`config.mk`:
```
export PLATFORM = sky130hd
export DESIGN_NAME = automatic_washing_machine
export DESIGN_NICKNAME = d
export VERILOG_FILES = /design/src/rtl/automatic_washing_machine.sv
export SDC_FILE = /design/constraint.sdc
export NUM_CORES = 1
export LEC_CHECK = 0
export ABC_AREA = 1
export CORE_AREA = 2 2 39 41
export DETAILED_ROUTE_END_ITERATION = 6
export DIE_AREA = 0 0 41 43
export PLACE_DENSITY = 0.63
export SLEW_MARGIN = 20
export SYNTH_ARGS = -nofsm -noshare
export SYNTH_HDL_FRONTEND = slang
export SYNTH_SLANG_ARGS = --single-unit
```
`constraint.sdc`:
```
create_clock -name clk -period 1.5 [get_ports clk]
set_input_delay 0.45 -clock clk [delete_from_list [all_inputs] [get_ports clk]]
set_output_delay 0.45 -clock clk [all_outputs]
set_load 0.05 [all_outputs]
```
`src/rtl/automatic_washing_machine.sv`:
```
`default_nettype none
// ============================================================================
// Module      : automatic_washing_machine
// Description : Washing machine sequencer: wash pass, rinse pass, spin, done.
// Revision    : 1.0  initial release
// ============================================================================
module automatic_washing_machine (
  input  logic clk,
  input  logic reset,
  input  logic door_close,
  input  logic start,
  input  logic filled,
  input  logic detergent_added,
  input  logic cycle_timeout,
  input  logic drained,
  input  logic spin_timeout,
  output logic door_lock,
  output logic motor_on,
  output logic fill_value_on,
  output logic drain_value_on,
  output logic done,
  output logic soap_wash,
  output logic water_wash
);

  localparam logic [2:0] S_IDLE    = 3'd0;
  localparam logic [2:0] S_FILL    = 3'd1;
  localparam logic [2:0] S_ADD_DET = 3'd2;
  localparam logic [2:0] S_CYCLE   = 3'd3;
  localparam logic [2:0] S_DRAIN   = 3'd4;
  localparam logic [2:0] S_SPIN    = 3'd5;
  localparam logic [2:0] S_DONE    = 3'd6;

  logic [2:0] state_q, state_d;
  logic       soap_q, soap_d;
  logic       water_q, water_d;

  always_ff @(posedge clk) begin
    if (reset) begin
      state_q <= S_IDLE;
      soap_q  <= 1'b0;
      water_q <= 1'b0;
    end else begin
      state_q <= state_d;
      soap_q  <= soap_d;
      water_q <= water_d;
    end
  end

  // The pass flags advance alongside the state so the second FILL/DRAIN know
  // whether this is the rinse pass.
  always_comb begin
    state_d = state_q;
    soap_d  = soap_q;
    water_d = water_q;
    case (state_q)
      S_IDLE: begin
        if (start && door_close) state_d = S_FILL;
      end
      S_FILL: begin
        if (filled) state_d = soap_q ? S_CYCLE : S_ADD_DET;
      end
      S_ADD_DET: begin
        if (detergent_added) begin
          state_d = S_CYCLE;
          soap_d  = 1'b1;
        end
      end
      S_CYCLE: begin
        if (cycle_timeout) state_d = S_DRAIN;
      end
      S_DRAIN: begin
        if (drained) begin
          if (water_q) begin
            state_d = S_SPIN;
          end else begin
            state_d = S_FILL;
            water_d = 1'b1;
          end
        end
      end
      S_SPIN: begin
        if (spin_timeout) state_d = S_DONE;
      end
      S_DONE: begin
        state_d = S_IDLE;
        soap_d  = 1'b0;
        water_d = 1'b0;
      end
      default: begin
        state_d = S_IDLE;
        soap_d  = 1'b0;
        water_d = 1'b0;
      end
    endcase
  end

  always_comb begin
    door_lock      = 1'b0;
    motor_on       = 1'b0;
    fill_value_on  = 1'b0;
    drain_value_on = 1'b0;
    done           = 1'b0;
    case (state_q)
      S_FILL: begin
        door_lock     = 1'b1;
        fill_value_on = 1'b1;
      end
      S_ADD_DET: begin
        door_lock = 1'b1;
      end
      S_CYCLE: begin
        door_lock = 1'b1;
        motor_on  = 1'b1;
      end
      S_DRAIN: begin
        door_lock      = 1'b1;
        drain_value_on = 1'b1;
      end
      S_SPIN: begin
        door_lock      = 1'b1;
        motor_on       = 1'b1;
        drain_value_on = 1'b1;
      end
      S_DONE: begin
        done = 1'b1;
      end
      default: begin
        door_lock = 1'b0;
      end
    endcase
  end

  assign soap_wash  = soap_q;
  assign water_wash = water_q;

endmodule
`default_nettype wire

```
==> qor.yml, run 1 <==
r2r_end: "state_q[2]"
wl_microns: 1200
io_pins: 16
grt_usage: 0.168
holdPathStages: 2
powerDensity_nw_per_um2: 1930
die-area_sq_um: 1760
synth_area_leaders: "dfxtp_1, nand2_1, nor2_2"
postRouteAntennaNets: 0
fp.dieW_microns: 41
cp-end-kind: "output pin"
chipHeight_microns: 43
yosys_warnings: 0
antenna_found_initial: 0
grt_pass1_vias: 483
synth_seq_area_share: 0.237
initial_core_util: 0.305
dp_hpwl_microns: 893
yosys.area.top_type_share: 0.237
ctsHoldBuffers: 0
clk_path_buf_depth: 2
setup_viol: 4
cts_tree: "done"
ys_seq_elements: 5
yosysMostFrequentCell: "nand2_1"
worst_slack_ns: -0.0678
synth_top_cell_by_area: "dfxtp_1"
rr_startpoint: "state_q[0]"
h-tree-depth: 1
row_count: 14
diodes: 0
place_ws_ns: -0.117
violations: "negative setup slack"
peakVddDrop_v: 0.000795
num-nets-final: 111
route.detailed.drc: 0
power_uw: 1610
slew_violations: 0
detail_route.wl_per_cell_microns: 10.3
hp-start: "water_wash"
finalNonFillerCells: 117
root_buffer: "clkbuf_4"
fmax_mhz: 638
postSynth.asyncResetShare: 0
ys_types: 14
period_share: 1.05
status: "finished with violations"
dpl.cell_count: 107
slew_headroom: 0.876
r2r_cells: 11
rsz0062_at_grt: "yes"
required_ns: 1.05
syn_avg_cell_area_sq_um: 5.94
vias: 506
worstMarginPinSlew_ns: 0.185
clk_pin_slew_ns: 0.04
syn_inst: 71
hold_class: "reg2reg"
gp_congestion: 0.798
drive_gt1_frac: 0.535
grt-ovfl-total: 0
cp-start-kind: "register"
crit_path_max_fanout: 8
arrival_ns: 1.12
clkLatencyLatePin_ns: 0.24
viasPerCell: 4.32
rrSetupSlack_ns: 0.24
synth_common_cells: "nand2_1, inv_1, nor2_2"
hold-worst-slack_ns: 0.519
syn_nets: 80
hold_end: "water_wash"
cts-buffers-inserted: 3
finalHoldViolations: 0
grt_pass1_wl_microns: 1960
grt_max_degree: 9
coreArea_sq_um: 1380
finalClockSkew_ns: 0.00165
p_leak_uw: 0.000399
synth.cell_area_sq_um: 422
syn_to_final_growth_pct: 97.9
worstSetupPathType: "reg2out"
io_buffers: 15
fillCellCount: 128
drv_cap: 0
synth_ff_type: "dfxtp_1"
fin_crit_ns: 1.57
drt-initial-drc-count: 8
synth_edf_count: 0
clock_sinks: 5
dr.pass1.iters: 3
state kept, by name, indices dropped and copies added, names as in the netlist:
name	flops
water_wash	1
soap_wash	1
state_q	3
critical path: stages (launching register included):
cell     delay (ns)
dfxtp_4        0.39
nand2_2        0.10
inv_1          0.08
a21oi_2        0.15
buf_12         0.15
area by class of cell:
class	count	area [sq um]	share of cell area
timing repair buffer	27	314	0.376
clock buffer	4	26.3	0.0315
multi-input combinational	52	314	0.376
tap	16	20.0	0.0240
sequential	5	111	0.133
inverter	13	48.8	0.0585
placed cells by master, fill, tap and decap left out, drive strengths merged:
cell type / instances
o21ai: 3
nand2: 25
buf: 19
dfxtp: 5
nor2: 14
nand3: 7
a21oi: 3
clkbuf: 4
inv: 13
clkdlybuf4s50: 8
report_power, final:
| part | internal, uW | switching [uW] |
|---|---|---|
| logic | 545 | 622 |
| registers | 191 | 101 |
| clock network | 100 | 51.0 |
kinds of logic (layout without fill, tap and decap cells):
kind of cell           after synthesis  count (layout)  synth area share
AO/OA/AOI/OAI                        6               6            0.0712
buffers and inverters               14              44             0.142
flip-flops                           5               5             0.237
AND/OR/NAND/NOR                     46              46             0.549
repair_timing:
item,in CTS,in global routing
resized for setup,20,3
setup buffers,5,1
setup endpoints to repair,5,5
pin swaps,2,0
metrics by stage:
step | instance area (sq um) | setup TNS [ns] | util
after floorplan | 424 | -0.550 | -
after global placement | 698 | -0.382 | 0.505
after detailed placement | 698 | -0.442 | 0.505
after CTS | 812 | -0.173 | 0.587
after global routing | 835 | -0.347 | 0.603
final | 835 | -0.182 | 0.603
worst max-delay path by stage:
stage	from	to	slack, ns	cells after the start
global route	state_q[0]	drain_value_on	-0.11	5
finish	state_q[2]	door_lock	-0.07	4
floorplan	state_q[2]	door_lock	-0.27	3
CTS	state_q[0]	drain_value_on	-0.06	4
global placement	drained	state_q[2]	-0.09	8
detailed placement	drained	state_q[0]	-0.12	8
routing by layer:
metal	wire length, microns	part of all wire	GRT usage
met1	491	0.41	0.170
met5	0	0	0
met3	44	0.037	0
met2	641	0.53	0.291
met4	27	0.022	0.140
Note: power is estimated with default switching activity, not from simulation.
==> inputs of run 2 (changes only) <==
--- a/config.mk
+++ b/config.mk
@@ -10,6 +10,7 @@
 export DETAILED_ROUTE_END_ITERATION = 6
 export DIE_AREA = 0 0 41 43
 export PLACE_DENSITY = 0.63
+export RECOVER_POWER = 25
 export SLEW_MARGIN = 20
 export SYNTH_ARGS = -nofsm -noshare
 export SYNTH_HDL_FRONTEND = slang
==> constraint.sdc (replaced) <==
create_clock -name clk -period 1.5 [get_ports clk]
set_input_delay 0.3 -clock clk [delete_from_list [all_inputs] [get_ports clk]]
set_output_delay 0.3 -clock clk [all_outputs]
set_load 0.05 [all_outputs]
==> run 2 against run 1 <==
Against the previous run: the run now ends clean; clock skew up 0.0041 ns; global-route usage down 1.4 points; flip-flop and latch count unchanged; largest cell class unchanged; core utilization down 7.7 points; largest power group unchanged.
==> qor.yml, run 2 (synthesized netlist as in run 1, its figures left out) <==
die-area_sq_um: 1760  # unchanged
fp.dieW_microns: 41  # unchanged
fin_crit_ns: 1.47  # was 1.57 ns
gp_congestion: 0.837  # was 0.798
slew_violations: 0  # unchanged
num-nets-final: 102  # was 111
crit_chain: "nor2_4, inv_1, o21ai_2, buf_12"  # was nand2_2, inv_1, a21oi_2, buf_12
peakVddDrop_v: 0.000710  # was 0.000795 V
dp_hpwl_microns: 854  # was 893 microns
cts_tree: "done"  # unchanged
cp-start-kind: "register"  # unchanged
diodes: 0  # unchanged
fmax_mhz: 679  # was 638 MHz
arrival_ns: 1.17  # was 1.12 ns
fin_tns_setup_ns: 0  # was -0.182 ns
cp_slowest_cell: "dfxtp_2"  # was dfxtp_4
largest_register_ffs: 3  # unchanged
root_buffer: "clkbuf_4"  # unchanged
p_leak_uw: 0.000345  # was 0.000399 uW
chipHeight_microns: 43  # unchanged
worstSetupPathType: "reg2out"  # unchanged
cp-end-kind: "output pin"  # unchanged
period_share: 0.981  # was 1.05
clk_pin_slew_ns: 0.04  # about the same
viasPerCell: 4.35  # was 4.32
required_ns: 1.20  # was 1.05 ns
layout_commonest_cell: "nand2_1"  # unchanged
worstMarginPinSlew_ns: 0.201  # was 0.185 ns
h-tree-depth: 1  # unchanged
clk_path_buf_depth: 2  # unchanged
route.detailed.drc: 0  # unchanged
grt-ovfl-total: 0  # unchanged
cts-buffers-inserted: 3  # unchanged
setup_viol: 0  # was 4
largest_register: "state_q"  # unchanged
clock_sinks: 5  # unchanged
drt-initial-drc-count: 11  # was 8
grt_max_degree: 8  # was 9
antenna_found_initial: 0  # unchanged
drv_cap: 0  # unchanged
grt_usage: 0.153  # was 0.168
postRouteAntennaNets: 0  # unchanged
hold-worst-slack_ns: 0.520  # was 0.519 ns
dr.pass1.iters: 4  # was 3
io_buffers: 15  # unchanged
worst_path_largest_cell_delay_ns: 0.36  # was 0.39 ns
coreArea_sq_um: 1380  # unchanged
crit_path_max_fanout: 7  # was 8
io_pins: 16  # unchanged
initial_core_util: 0.305  # unchanged
finalHoldViolations: 0  # unchanged
detail_route.wl_per_cell_microns: 10.3  # about the same
drive_gt1_frac: 0.446  # was 0.535
powerDensity_nw_per_um2: 1980  # was 1930 nW/um^2
syn_to_final_growth_pct: 72.7  # was 97.9%
slew_headroom: 0.865  # was 0.876
grt_pass1_vias: 473  # was 483
rsz0062_at_grt: "yes"  # unchanged
vias: 470  # was 506
status: "finished clean"  # was finished with violations
clkLatencyLatePin_ns: 0.24  # about the same
finalClockSkew_ns: 0.00578  # was 0.00165 ns
row_count: 14  # unchanged
grt_pass1_wl_microns: 1800  # was 1960 microns
hold_class: "reg2reg"  # unchanged
wl_microns: 1110  # was 1200 microns
ctsHoldBuffers: 0  # unchanged
final_cell_mix: "nand2_1, inv_1, clkdlybuf4s50_1"  # was nand2_1, buf_4, nand2_2, clkdlybuf4s50_1
-- run 2: cell count changes in the layout (fill, tap and decap cells not counted), sizes merged --
| cell | before | now |
|---|---|---|
| buf | 19 | 10 |
-- run 2: per-stage QoR --
step                setup WS (ns)  std cells  total power, uW  instance area [sq um]  utilization
floorplan                  -0.118         71              841                    422            -
global placement           0.0571        103             1200                    666        0.481
detailed placement         0.0392        103             1210                    666        0.481
CTS                       0.00609        107             1420                    713        0.515
global route              -0.0246        108             1540                    728        0.526
finish                     0.0278        108             1440                    728        0.526
-- run 2: where the power goes --
part / leakage (uW) / switching, uW / internal, uW
combinational: 0.000287 / 582 / 443
clock: 0.0000150 / 52.2 / 100
sequential: 0.0000427 / 79.1 / 187
total: 0.000345 / 714 / 731
-- run 2: layout make-up --
type,count,area (sq um)
Clock buffer,4,26.3
Fill cell,135,656
Inverter,13,48.8
Multi-Input combinational cell,52,282
Sequential cell,5,109
Tap cell,16,20.0
Timing Repair Buffer,18,243
-- run 2: path summary, 6_finish.rpt --
| path | startpoint | end | slack (ns) | depth (start not counted) |
|---|---|---|---|---|
| worst min-delay path | soap_wash | soap_wash | 0.52 | 2 |
| worst max register to register | state_q[1] | state_q[0] | 0.26 | 8 |
| worst max-delay path | state_q[1] | drain_value_on | 0.03 | 4 |
| worst min register to register | soap_wash | soap_wash | 0.52 | 2 |
-- run 2: critical path: cells and delay by family (launching register included) --
family / cells / cell delay [ns]
flip-flops: 1 / 0.36
buffers and inverters: 2 / 0.24
AND/OR/NAND/NOR: 1 / 0.17
AO/OA/AOI/OAI: 1 / 0.17
-- run 2: routing by layer --
metal / global-route usage / wire length (microns) / vias up / part of all wire
met2: 0.259 / 591 / 13 / 0.53
li1: - / - / 254 / -
met1: 0.157 / 453 / 201 / 0.41
met5: 0 / 0 / - / 0
met3: 0.0314 / 52 / 2 / 0.047
met4: 0.100 / 11 / 0 / 0.0099
-- run 2: timing repair --
item | 4_1_cts | 5_1_grt
endpoints found under the setup margin | 3 | 3
resized for setup | 8 | 5
setup buffers | 0 | 1
pin swaps | 0 | 1
==> inputs of run 3 (changes only) <==
--- a/config.mk
+++ b/config.mk
@@ -7,8 +7,10 @@
 export LEC_CHECK = 0
 export ABC_AREA = 1
 export CORE_AREA = 2 2 39 41
+export CTS_CLUSTER_DIAMETER = 80
 export DETAILED_ROUTE_END_ITERATION = 6
 export DIE_AREA = 0 0 41 43
+export MAX_ROUTING_LAYER = met4
 export PLACE_DENSITY = 0.63
 export RECOVER_POWER = 25
 export SLEW_MARGIN = 20
==> run 3 against run 2 <==
Against the previous run: sequential share of layout area unchanged; critical endpoint unchanged; total power hardly changed; worst setup slack improved by 0.00087 ns; critical path type unchanged; global-route usage increased by 0.38 points; clock power is essentially flat; via count unchanged; register-to-register slack barely moved; critical path depth unchanged; largest cell class unchanged; final area is the same.
==> qor.yml, run 3 (synthesized netlist as in run 1, its figures left out) <==
grt_pass1_wl_microns: 1800  # unchanged
finalClockSkew_ns: 0.00578  # unchanged
worstSetupPathType: "reg2out"  # unchanged
hold_class: "reg2reg"  # unchanged
syn_to_final_growth_pct: 72.7  # unchanged
required_ns: 1.20  # about the same
io_pins: 16  # unchanged
worst_slack_ns: 0.0287  # was 0.0278 ns
drt-initial-drc-count: 11  # unchanged
clk_path_buf_depth: 2  # unchanged
period_share: 0.981  # about the same
status: "finished clean"  # unchanged
ctsHoldBuffers: 0  # unchanged
crit_path_max_fanout: 7  # unchanged
clkLatencyLatePin_ns: 0.24  # about the same
p_leak_uw: 0.000345  # unchanged
final_cell_mix: "nand2_1, inv_1, clkdlybuf4s50_1"  # unchanged
cts-buffers-inserted: 3  # unchanged
grt_usage: 0.157  # was 0.153
dr.pass1.iters: 4  # unchanged
diodes: 0  # unchanged
cp-end-kind: "output pin"  # unchanged
initial_core_util: 0.305  # unchanged
dpl.cell_count: 103  # unchanged
vias: 470  # unchanged
row_count: 14  # unchanged
slew_violations: 0  # unchanged
slew_headroom: 0.865  # unchanged
place_ws_ns: 0.0392  # unchanged
arrival_ns: 1.17  # about the same
layout_commonest_cell: "nand2_1"  # unchanged
coreArea_sq_um: 1380  # unchanged
largest_register: "state_q"  # unchanged
finalNonFillerCells: 108  # unchanged
rsz0062_at_grt: "yes"  # unchanged
dp_hpwl_microns: 854  # unchanged
clock_sinks: 5  # unchanged
drv_cap: 0  # unchanged
fin_tns_setup_ns: 0  # unchanged
gp_congestion: 0.850  # was 0.837
grt_max_degree: 8  # unchanged
cp-start-kind: "register"  # unchanged
powerDensity_nw_per_um2: 1980  # about the same
finalHoldViolations: 0  # unchanged
largest_register_ffs: 3  # unchanged
setup_viol: 0  # unchanged
chipHeight_microns: 43  # unchanged
viasPerCell: 4.35  # unchanged
drive_gt1_frac: 0.446  # unchanged
detail_route.wl_per_cell_microns: 10.2  # was 10.3 microns
io_buffers: 15  # unchanged
die-area_sq_um: 1760  # unchanged
fin_crit_ns: 1.47  # about the same
power_uw: 1440  # about the same
peakVddDrop_v: 0.000710  # about the same
root_buffer: "clkbuf_4"  # unchanged
grt-ovfl-total: 0  # unchanged
postRouteAntennaNets: 0  # unchanged
wl_microns: 1110  # about the same
num-nets-final: 102  # unchanged
fmax_mhz: 680  # was 679 MHz
antenna_found_initial: 0  # unchanged
clk_pin_slew_ns: 0.04  # about the same
h-tree-depth: 1  # unchanged
cts_tree: "done"  # unchanged
route.detailed.drc: 0  # unchanged
grt_pass1_vias: 473  # unchanged
fp.dieW_microns: 41  # unchanged
worstMarginPinSlew_ns: 0.201  # unchanged
## run 3: cell counts in the layout (fill, tap and decap cells not counted)
No cell type changed its count.
## run 3: stage by stage
step / util / cell area (sq um) / hold slack [ns]
6_report: 0.526 / 728 / 0.520
5_1_grt: 0.526 / 728 / 0.537
4_1_cts: 0.515 / 713 / 0.521
3_5_place_dp: 0.481 / 666 / 0.516
3_3_place_gp: 0.481 / 666 / 0.510
2_1_floorplan: - / 422 / 0.369
## run 3: timing repair
action	4_1_cts	5_1_grt
pin swaps	0	1
setup endpoints to repair	3	3
gates resized for setup	8	5
setup buffers	0	1
## run 3: final timing paths
path | startpoint | cells after the start | slack, ns | endpoint
max | state_q[1] | 4 | 0.03 | drain_value_on
min | soap_wash | 2 | 0.52 | soap_wash
max reg2reg | state_q[1] | 8 | 0.26 | state_q[0]
min reg2reg | soap_wash | 2 | 0.52 | soap_wash
## run 3: where the power goes
| part | leakage (uW) | internal, uW | switching, uW |
|---|---|---|---|
| registers | 0.0000427 | 187 | 79.1 |
| clock network | 0.0000150 | 100 | 52.2 |
| logic | 0.000287 | 443 | 582 |
## run 3: metal layers
| layer | up-vias | routed length, microns | track usage |
|---|---|---|---|
| li1 | 254 | - | - |
| met1 | 201 | 452 | 0.157 |
| met2 | 13 | 590 | 0.259 |
| met3 | 2 | 52 | 0.0314 |
| met4 | 0 | 11 | 0.100 |
| met5 | - | 0 | - |
## run 3: layout make-up
cell class | instances | area [sq um]
Fill cell | 135 | 656
Multi-Input combinational cell | 52 | 282
Timing Repair Buffer | 18 | 243
Sequential cell | 5 | 109
Inverter | 13 | 48.8
Clock buffer | 4 | 26.3
Tap cell | 16 | 20.0
## run 3: worst max-delay path, stage by stage, from the launching register on
cell	delay, ns
dfxtp_2	0.36
nor2_4	0.17
inv_1	0.08
o21ai_2	0.17
buf_12	0.16
